## src/rtl/blvds_pkg.sv

```systemverilog
// Shared BLVDS framing definitions: bus bit positions, default
// marker words and the frame FSM state set (transmitter and receiver).
package blvds_pkg;

  localparam int FM_BIT = 17;
  localparam int DV_BIT = 16;

  localparam logic [15:0] HEAD_WORD_DEF   = 16'hAA55;
  localparam logic [15:0] EPILOG_WORD_DEF = 16'h55AA;
  localparam logic [17:0] BUS_IDLE        = 18'h0;

  typedef enum logic [2:0] {
    ST_IDLE,
    ST_PREP,
    ST_HEAD,
    ST_DATA,
    ST_CSUM,
    ST_EPILOG,
    ST_GAP
  } blvdsState_t;

  // Assemble an 18-bit bus word from marker, valid and payload
  function automatic logic [17:0] busWord(
    input logic        fm,
    input logic        dv,
    input logic [15:0] payload
  );
    logic [17:0] w;
    w         = BUS_IDLE;
    w[FM_BIT] = fm;
    w[DV_BIT] = dv;
    w[15:0]   = payload;
    return w;
  endfunction

endpackage

```

## src/rtl/blvds_checksum.sv

```systemverilog
// 16-bit modular sum of frame data words.
// Only built when CHECKSUM_BLVDS_EN is defined.
`ifdef CHECKSUM_BLVDS_EN
module blvds_checksum (
  input  logic        iCLK,
  input  logic        iRST,
  input  logic        clear,
  input  logic        addEn,
  input  logic [15:0] data,
  output logic [15:0] sum
);

  // Running sum, restarted at the beginning of every frame
  always_ff @(posedge iCLK or negedge iRST) begin
    if (!iRST) begin
      sum <= '0;
    end else if (clear) begin
      sum <= '0;
    end else if (addEn) begin
      sum <= sum + data;
    end
  end

endmodule
`endif

```

## src/rtl/blvds_frame_transmitter.sv

```systemverilog
// BLVDS frame transmitter: header, FIFO data, epilog, idle gap.
// Optional checksum word enabled by defining CHECKSUM_BLVDS_EN.
module blvds_frame_transmitter
  import blvds_pkg::*;
#(
  parameter logic [8:0]  FRAME_LEN   = 9'd256,
  parameter logic [15:0] HEAD_WORD   = HEAD_WORD_DEF,
  parameter logic [15:0] EPILOG_WORD = EPILOG_WORD_DEF,
  parameter logic [7:0]  FRAME_DELAY = 8'd100
) (
  input  logic        iCLK,
  input  logic        iRST,
  input  logic        iENA,
  input  logic        iRD_EMPTY,
  input  logic [8:0]  iRDUSEDW,
  input  logic [15:0] iFIFO_DATA,
  output logic        oRD_REQ,
  output logic [17:0] oDATA_BLVDS,
  output logic        oBUSY,
  output logic        oSEND_OK,
  output logic [15:0] oFRAME_CNT
);

  blvdsState_t state;
  logic [8:0]  reqCnt;
  logic [8:0]  wordCnt;
  logic [7:0]  gapCnt;
  logic        lastWord;
  logic        startOk;

  assign lastWord = (wordCnt == FRAME_LEN - 9'd1);
  assign startOk  = iENA && !iRD_EMPTY &&
                    (iRDUSEDW >= FRAME_LEN);

`ifdef CHECKSUM_BLVDS_EN
  logic        sumClr;
  logic        sumAdd;
  logic [15:0] sum;

  assign sumClr = (state == ST_PREP);
  assign sumAdd = (state == ST_HEAD) ||
                  ((state == ST_DATA) && !lastWord);

  blvds_checksum uSum (
    .iCLK  (iCLK),
    .iRST  (iRST),
    .clear (sumClr),
    .addEn (sumAdd),
    .data  (iFIFO_DATA),
    .sum   (sum)
  );
`endif

  // Read request: word 0 in PREP, then one per cycle until FRAME_LEN issued
  always_comb begin
    oRD_REQ = 1'b0;
    unique case (state)
      ST_PREP: oRD_REQ = 1'b1;
      ST_HEAD,
      ST_DATA: oRD_REQ = (reqCnt < FRAME_LEN);
      default: oRD_REQ = 1'b0;
    endcase
  end

  // Frame sequencer with registered bus, busy, pulse and frame counter
  always_ff @(posedge iCLK or negedge iRST) begin
    if (!iRST) begin
      state       <= ST_IDLE;
      oDATA_BLVDS <= BUS_IDLE;
      oBUSY       <= 1'b0;
      oSEND_OK    <= 1'b0;
      oFRAME_CNT  <= '0;
      reqCnt      <= '0;
      wordCnt     <= '0;
      gapCnt      <= '0;
    end else begin
      oSEND_OK <= 1'b0;
      if (oRD_REQ) begin
        reqCnt <= (state == ST_PREP) ? 9'd1 : reqCnt + 9'd1;
      end
      unique case (state)
        ST_IDLE: begin
          oDATA_BLVDS <= BUS_IDLE;
          if (startOk) begin
            state <= ST_PREP;
            oBUSY <= 1'b1;
          end
        end
        ST_PREP: begin
          state       <= ST_HEAD;
          oDATA_BLVDS <= busWord(1'b1, 1'b1, HEAD_WORD);
        end
        ST_HEAD: begin
          state       <= ST_DATA;
          wordCnt     <= '0;
          oDATA_BLVDS <= busWord(1'b0, 1'b1, iFIFO_DATA);
        end
        ST_DATA: begin
          if (!lastWord) begin
            wordCnt     <= wordCnt + 9'd1;
            oDATA_BLVDS <= busWord(1'b0, 1'b1, iFIFO_DATA);
          end else begin
`ifdef CHECKSUM_BLVDS_EN
            state       <= ST_CSUM;
            oDATA_BLVDS <= busWord(1'b0, 1'b1, sum);
`else
            state       <= ST_EPILOG;
            oDATA_BLVDS <= busWord(1'b1, 1'b1, EPILOG_WORD);
            oSEND_OK    <= 1'b1;
            oFRAME_CNT  <= oFRAME_CNT + 16'd1;
`endif
          end
        end
`ifdef CHECKSUM_BLVDS_EN
        ST_CSUM: begin
          state       <= ST_EPILOG;
          oDATA_BLVDS <= busWord(1'b1, 1'b1, EPILOG_WORD);
          oSEND_OK    <= 1'b1;
          oFRAME_CNT  <= oFRAME_CNT + 16'd1;
        end
`endif
        ST_EPILOG: begin
          oDATA_BLVDS <= BUS_IDLE;
          gapCnt      <= '0;
          if (FRAME_DELAY == 8'd0) begin
            state <= ST_IDLE;
            oBUSY <= 1'b0;
          end else begin
            state <= ST_GAP;
          end
        end
        ST_GAP: begin
          oDATA_BLVDS <= BUS_IDLE;
          if (gapCnt == FRAME_DELAY - 8'd1) begin
            state <= ST_IDLE;
            oBUSY <= 1'b0;
          end else begin
            gapCnt <= gapCnt + 8'd1;
          end
        end
        default: begin
          state       <= ST_IDLE;
          oBUSY       <= 1'b0;
          oDATA_BLVDS <= BUS_IDLE;
        end
      endcase
    end
  end

endmodule

```

## config.mk

```make
export PLATFORM = sky130hd
export DESIGN_NAME = blvds_frame_transmitter
export DESIGN_NICKNAME = d
export VERILOG_FILES = /design/src/rtl/blvds_pkg.sv /design/src/rtl/blvds_checksum.sv /design/src/rtl/blvds_frame_transmitter.sv
export SDC_FILE = /design/constraint.sdc
export NUM_CORES = 1
export LEC_CHECK = 0
export ABC_CLOCK_PERIOD_IN_PS = 2750
export BUFFER_PORTS_ARGS = -buffer_cell sky130_fd_sc_hd__buf_2
export CORE_MARGIN = 3
export CORE_UTILIZATION = 45
export DETAILED_ROUTE_END_ITERATION = 10
export HOLD_SLACK_MARGIN = 0.08
export PLACE_DENSITY = 0.65
export SLEW_MARGIN = 10
export SYNTH_ARGS = -nofsm -noshare
export SYNTH_HDL_FRONTEND = slang
export SYNTH_SLANG_ARGS = --single-unit
```

## constraint.sdc

```tcl
create_clock -name iCLK -period 2.75 [get_ports iCLK]
set_input_delay 0.1375 -clock iCLK [delete_from_list [all_inputs] [get_ports iCLK]]
set_output_delay 0.1375 -clock iCLK [all_outputs]
set_load 0.05 [all_outputs]
```

== Yosys cells after proc, flatten, opt, wreduce, memory -nomap -nowiden ==
Index checks and enable logic that the tools add are counted.

* Register bits after elaboration: 65
* Input port bits: 29
* Output and inout bits: 37

* Add/sub/neg operators: 4
* $lt $le $gt $ge: 2
* Eq/ne operators: 12
* Mux-type cells: 17
* Bitwise logic cells: 1
* Reductions and logical operators: 13

{| class="wikitable"
|+ Operators with widths
! kind !! count
|-
| 18-bit one-hot mux with 3 select lines || 1
|-
| 9-bit by 1-bit adder with 9-bit output (second input constant) || 2
|-
| 18-bit 2-to-1 mux || 1
|-
| 9-bit 2-to-1 mux || 2
|-
| 3-bit one-hot mux with 6 select lines || 1
|-
| 9-bit one-hot mux with 2 select lines || 1
|-
| 16-bit by 1-bit adder with 16-bit output (second input constant) || 1
|-
| 8-bit one-hot mux with 2 select lines || 1
|-
| 2-bit != test (second input constant) || 5
|-
| 9-bit by 8-bit == test with 1-bit output (second input constant) || 1
|-
| 9-bit greater-or-equal comparator (second input constant) || 1
|-
| 9-bit < comparator (second input constant) || 1
|-
| 3-bit 2-to-1 mux || 3
|-
| 8-bit by 1-bit adder with 8-bit output (second input constant) || 1
|-
| 8-bit by 7-bit == test with 1-bit output (second input constant) || 1
|-
| 8-bit 2-to-1 mux || 1
|-
| 3-bit by 2-bit == test with 1-bit output (second input constant) || 2
|-
| 3-bit == test (second input constant) || 2
|-
| 2-bit AND reduction || 3
|-
| 3-bit AND reduction || 2
|-
| 1-bit 2-to-1 mux || 4
|-
| 2-bit nonzero test || 2
|-
| 4-bit OR reduction || 1
|-
| 3-bit by 1-bit == test with 1-bit output (second input constant) || 1
|-
| 7 further kinds || 8
|}

== Logic depth before layout (Yosys ltp) ==
* Depth in word-level cells: 5
* Depth in mapped cells: 9

== Worst setup path before layout ==
OpenSTA, ideal clock, no wires.

* Kind: reg-to-reg
* Start point: register state[2]
* End point: register reqCnt[1]
* Setup time: 0.187 ns
* Data arrival time: 2.119 ns
* Data required time: 2.563 ns
* Slack: 0.444 ns
* Stages on the path, launching flop included: 5
* Buffers on the path: 1
* Period minus slack after synthesis: 2.306 ns
* Cell sequence: dfrtp_1 > nand2b_2 > buf_2 > o21ai_0 > o21ai_0

* Word-level cells in the longest chain between the ends: 3
* Elaborated cells between the ends (all ways): 6

{| class="wikitable"
|+ Ends and longest elaborated chain
! what !! line !! text
|-
| start, declared || blvds_frame_transmitter.sv:24 || <nowiki>blvdsState_t state;</nowiki>
|-
| start signal, assigned || blvds_frame_transmitter.sv:68 || <nowiki>state <= ST_IDLE;</nowiki>
|-
| start signal, assigned || blvds_frame_transmitter.sv:85 || <nowiki>state <= ST_PREP;</nowiki>
|-
| start signal, assigned || blvds_frame_transmitter.sv:90 || <nowiki>state <= ST_HEAD;</nowiki>
|-
| 3-bit by 2-bit == test with 1-bit output || blvds_frame_transmitter.sv:57 || <nowiki>unique case (state)</nowiki>
|-
| 2-bit OR reduction || blvds_frame_transmitter.sv:57 ||
|-
| 1-bit one-hot mux with 2 select lines * || blvds_frame_transmitter.sv:57 ||
|-
| net oRD_REQ || blvds_frame_transmitter.sv:17 || <nowiki>output logic oRD_REQ,</nowiki>
|-
| end signal, assigned || blvds_frame_transmitter.sv:79 || <nowiki>reqCnt <= (state == ST_PREP) ? 9'd1 : reqCnt + 9'd1;</nowiki>
|-
| end, declared || blvds_frame_transmitter.sv:25 || <nowiki>logic [8:0] reqCnt;</nowiki>
|}

The timed path passes the listed nets; every way through them passes the cells marked *.
A chain may end at the register's enable or synchronous reset.

== Worst setup path after layout ==
* Start point: register state[0]
* End point: output port oRD_REQ

* Word-level cells in the longest chain between the ends: 3
* Elaborated cells between the ends (all ways): 5

{| class="wikitable"
|+ Ends and longest elaborated chain
! what !! line
|-
| 3-bit by 2-bit == test with 1-bit output || blvds_frame_transmitter.sv:57
|-
| 2-bit OR reduction || blvds_frame_transmitter.sv:57
|-
| 1-bit one-hot mux with 2 select lines * || blvds_frame_transmitter.sv:57
|-
| end, declared || blvds_frame_transmitter.sv:17
|}

Every way passes the cells marked *; elsewhere a longest branch is shown, timed or not.

==> flow_summary.rst <==
.. list-table::
   :header-rows: 1

   * - Metric
     - Value
   * - Pin count of the biggest net entering global routing
     - 35
   * - Depth of the worst register-to-register path
     - 7
   * - Share of final-layout standard cells stronger than drive strength 1
     - 23.8%
   * - Final wirelength
     - 6160 um
   * - Status
     - complete, no violations
   * - Number of fillers in the final layout
     - 522
   * - Launch point of the worst reg-to-reg path
     - wordCnt[0]
   * - Number of global-route vias before repair
     - 2,205
   * - Detailed Place HPWL
     - 4130 um
   * - Nets
     - 400
   * - Destination of the worst register-to-register timing path
     - state[1]
   * - Final Max Tran Viols
     - 0
   * - Data arrival, critical path
     - 2190 ps
   * - Post-route total power
     - 1.90 mW
   * - Proportion of synthesized flip-flops having asynchronous set or reset
     - 100%
   * - Clock latency on the worst-skew pair
     - 330 ps
   * - Starting utilization of the core area
     - 46.9%
   * - Area share of the largest cell type after synthesis
     - 54.3%
   * - Diodes inserted
     - 0
   * - Final Setup Violations
     - 0
   * - Final worst path period need
     - 2330 ps
   * - Number of rows in the core area
     - 29
   * - Worst voltage drop across the vdd grid
     - 0.339 mV
   * - Buffers from clock root to sink, at most
     - 2
   * - Top-count cell post-synth
     - sky130_fd_sc_hd__dfrtp_1
   * - Transition time at the pin with the least slew margin
     - 769 ps
   * - Number of storage elements in the synthesis netlist
     - 65
   * - Worst hold path depth
     - 3
   * - Terminating pin of the worst hold path
     - oDATA_BLVDS[13]
   * - Setup Crit Path Kind
     - flop to primary output
   * - Critical path capture point type
     - primary output
   * - DIE HEIGHT
     - 87.6 um
   * - LEAKAGE
     - 1.87 nW
   * - Post-synthesis cell area
     - 3000 um2
   * - CTS Root Cell
     - sky130_fd_sc_hd__clkbuf_8
   * - Fraction of power consumed by the clock network
     - 42.5%
   * - Synth area leader
     - sky130_fd_sc_hd__dfrtp_1
   * - Total of max-cap violations
     - 0
   * - Layout Skew
     - 6.05 ps
   * - DRC violations left
     - 0
   * - Psw
     - 450 uW
   * - Wire length of the first global-routing pass
     - 10,400 um
   * - Clock slew at reported path FFs
     - 70 ps
   * - H-tree depth reported by CTS
     - 3
   * - Post-synth EDFFs
     - 0
   * - Part of the Yosys area used for sequential elements
     - 54.3%
   * - Fraction of power spent switching nets
     - 23.7%
   * - Largest fanout on the critical path
     - 16
   * - Slew HR
     - 48.7%
   * - Die area
     - 7680 um2
   * - Mean number of vias per cell
     - 5.20
   * - DRC violation total after the first TritonRoute iteration
     - 68
   * - Critical path required time
     - 2610 ps
   * - Post-Synthesis Mean Instance Area
     - 10.5 um2
   * - Internal power contribution
     - 1.45 mW
   * - Placement-stage cell area
     - 3340 um2
   * - Share of the clock period used by the worst path after layout
     - 84.7%
   * - Remaining global-route overflow
     - 0
   * - Nets in the synthesized netlist
     - 321
   * - Top area cells in the synthesized netlist
     - sky130_fd_sc_hd__dfrtp_1 54%, sky130_fd_sc_hd__nand2_1 5.4%, sky130_fd_sc_hd__xnor2_1 5.0%, sky130_fd_sc_hd__nor2_1 3.8%, sky130_fd_sc_hd__and3_1 2.7%
   * - Synthesized netlist cell count
     - 286
   * - Fin area
     - 3720 um2
   * - Startpoint of the worst hold path
     - iFIFO_DATA[13]
   * - Die Width
     - 87.6 um
   * - Count of clock tree sinks
     - 65
   * - Commonest register cell after synthesis
     - sky130_fd_sc_hd__dfrtp_1
   * - Number of library cell types mapped by synthesis
     - 42
   * - TritonCTS Buffers
     - 9
   * - Total global routing track utilization
     - 17.3%
   * - Kind of start point of the critical path
     - flop
   * - Drt wl/cell
     - 13.8 um
   * - Antenna violations before repair
     - 0
   * - Hold violation total from the final report
     - 0
   * - Power density of the placed cells
     - 511 nW/um2
   * - Sum Neg Setup Slack
     - 0 ps
   * - Sequential share of power
     - 51.1%
   * - TritonCTS clock tree
     - done
   * - Number of optimization iterations in the first detailed-route pass
     - 4
   * - Routability congestion estimate from global placement
     - 0.779
   * - Number of nets with antenna violations after routing
     - 0
   * - Area growth, synth to finish
     - 24.0%
   * - Worst path setup slack after routing
     - 421 ps
   * - Class of the most critical hold timing path
     - input pin to flop
   * - Worst R2R Setup Slack
     - 710 ps
   * - # IOs
     - 66
   * - Leading cell types by count after synthesis
     - 65 x sky130_fd_sc_hd__dfrtp_1, 43 x sky130_fd_sc_hd__nand2_1, 30 x sky130_fd_sc_hd__nor2_1
   * - Post-place setup slack
     - 742 ps
   * - Highest clock rate
     - 0.429 GHz
   * - Combinational share of power
     - 6.4%
   * - Via count
     - 2,324
   * - Area of the placeable core
     - 6390 um2
   * - Number of buffers added on ports
     - 57
   * - RSZ-0062 raised after global routing
     - no
   * - Total of warnings raised by yosys
     - 0
placed cells by master, fill, tap and decap left out, types with 12 or more instances in the layout:
cell,synthesis,routed
sky130_fd_sc_hd__buf_2,8,57
sky130_fd_sc_hd__o21ai_0,14,14
sky130_fd_sc_hd__nand2_1,43,43
sky130_fd_sc_hd__dfrtp_1,65,65
sky130_fd_sc_hd__nand3_1,12,12
sky130_fd_sc_hd__dlygate4sd3_1,0,18
sky130_fd_sc_hd__and3_1,13,13
sky130_fd_sc_hd__xnor2_1,17,17
sky130_fd_sc_hd__nor2_1,30,30
power by group through the flow:
stage,combinational (mW),sequential [mW],clock [mW]
6_report,0.121,0.971,0.806
5_1_grt,0.131,0.971,0.860
4_1_cts,0.123,0.970,0.825
3_5_place_dp,0.104,0.989,0
3_3_place_gp,0.103,0.989,0
2_1_floorplan,0.00938,1.03,0
area by class of cell:
| cell class | instances | area (um2) | area share (%) |
|---|---|---|---|
| clock buffer | 11 | 141 | 3.80 |
| clock inverter | 5 | 55.1 | 1.48 |
| inverter | 6 | 22.5 | 0.606 |
| multi-input combinational | 205 | 1290 | 34.6 |
| sequential | 65 | 1630 | 43.8 |
| tap | 77 | 96.3 | 2.59 |
| timing repair buffer | 78 | 488 | 13.1 |
registers in the layout (all words and copies together) (netlist names):
register     count
wordCnt          9
state            3
oDATA_BLVDS     18
oSEND_OK         1
oFRAME_CNT      16
oBUSY            1
gapCnt           8
reqCnt           9
worst max-delay path: stages (launching register included):
cell and delay [ps]:
sky130_fd_sc_hd__dfrtp_1 660, sky130_fd_sc_hd__and2b_1 340, sky130_fd_sc_hd__nand2_1 310, sky130_fd_sc_hd__o21ai_0 220, sky130_fd_sc_hd__buf_2 320
logic make-up (layout without fill, tap and decap cells):
family / count (synthesis) / in the layout / synth area share [%]
AND/OR/NAND/NOR: 137 / 137 / 24.7
adder cells (fa/ha/maj): 6 / 6 / 2.50
multiplexers: 6 / 6 / 2.05
flip-flops: 65 / 65 / 54.3
buffers and inverters: 16 / 100 / 2.84
AO/OA/AOI/OAI: 34 / 34 / 7.26
XOR/XNOR: 22 / 22 / 6.43
how the worst max path moves through the flow:
stage | start | to | slack (ps) | depth (start not counted)
2_1_floorplan | state[2] | reqCnt[1] | 440 | 4
3_3_place_gp | state[0] | oRD_REQ | 760 | 4
3_5_place_dp | wordCnt[0] | state[1] | 740 | 7
4_1_cts | state[0] | oRD_REQ | 370 | 4
5_1_grt | state[0] | oRD_REQ | 230 | 4
6_report | state[0] | oRD_REQ | 420 | 4
per-stage QoR:
stage,util [%],cells,hold WS [ps]
6_report,58.2,447,124
5_1_grt,58.2,447,149
4_1_cts,58.2,447,122
3_5_place_dp,52.3,413,264
3_3_place_gp,52.3,413,264
2_1_floorplan,-,286,-158
what timing repair did:
action	CTS	global route
buffers inserted	0	0
hold buffers	18	0
resized for setup	0	0
hold endpoints to repair	48	0
per-layer routing:
layer  vias to the layer above  wire (um)  share of wire (%)  track usage, %
met3                        10        326                5.3            3.48
met5                         -          0                  0               0
met1                      1115       2850                 46            22.8
li1                       1144          -                  -               -
met4                         0         96                1.6            7.39
met2                        55       2890                 47            27.8
(Power assumes the default switching activity.)
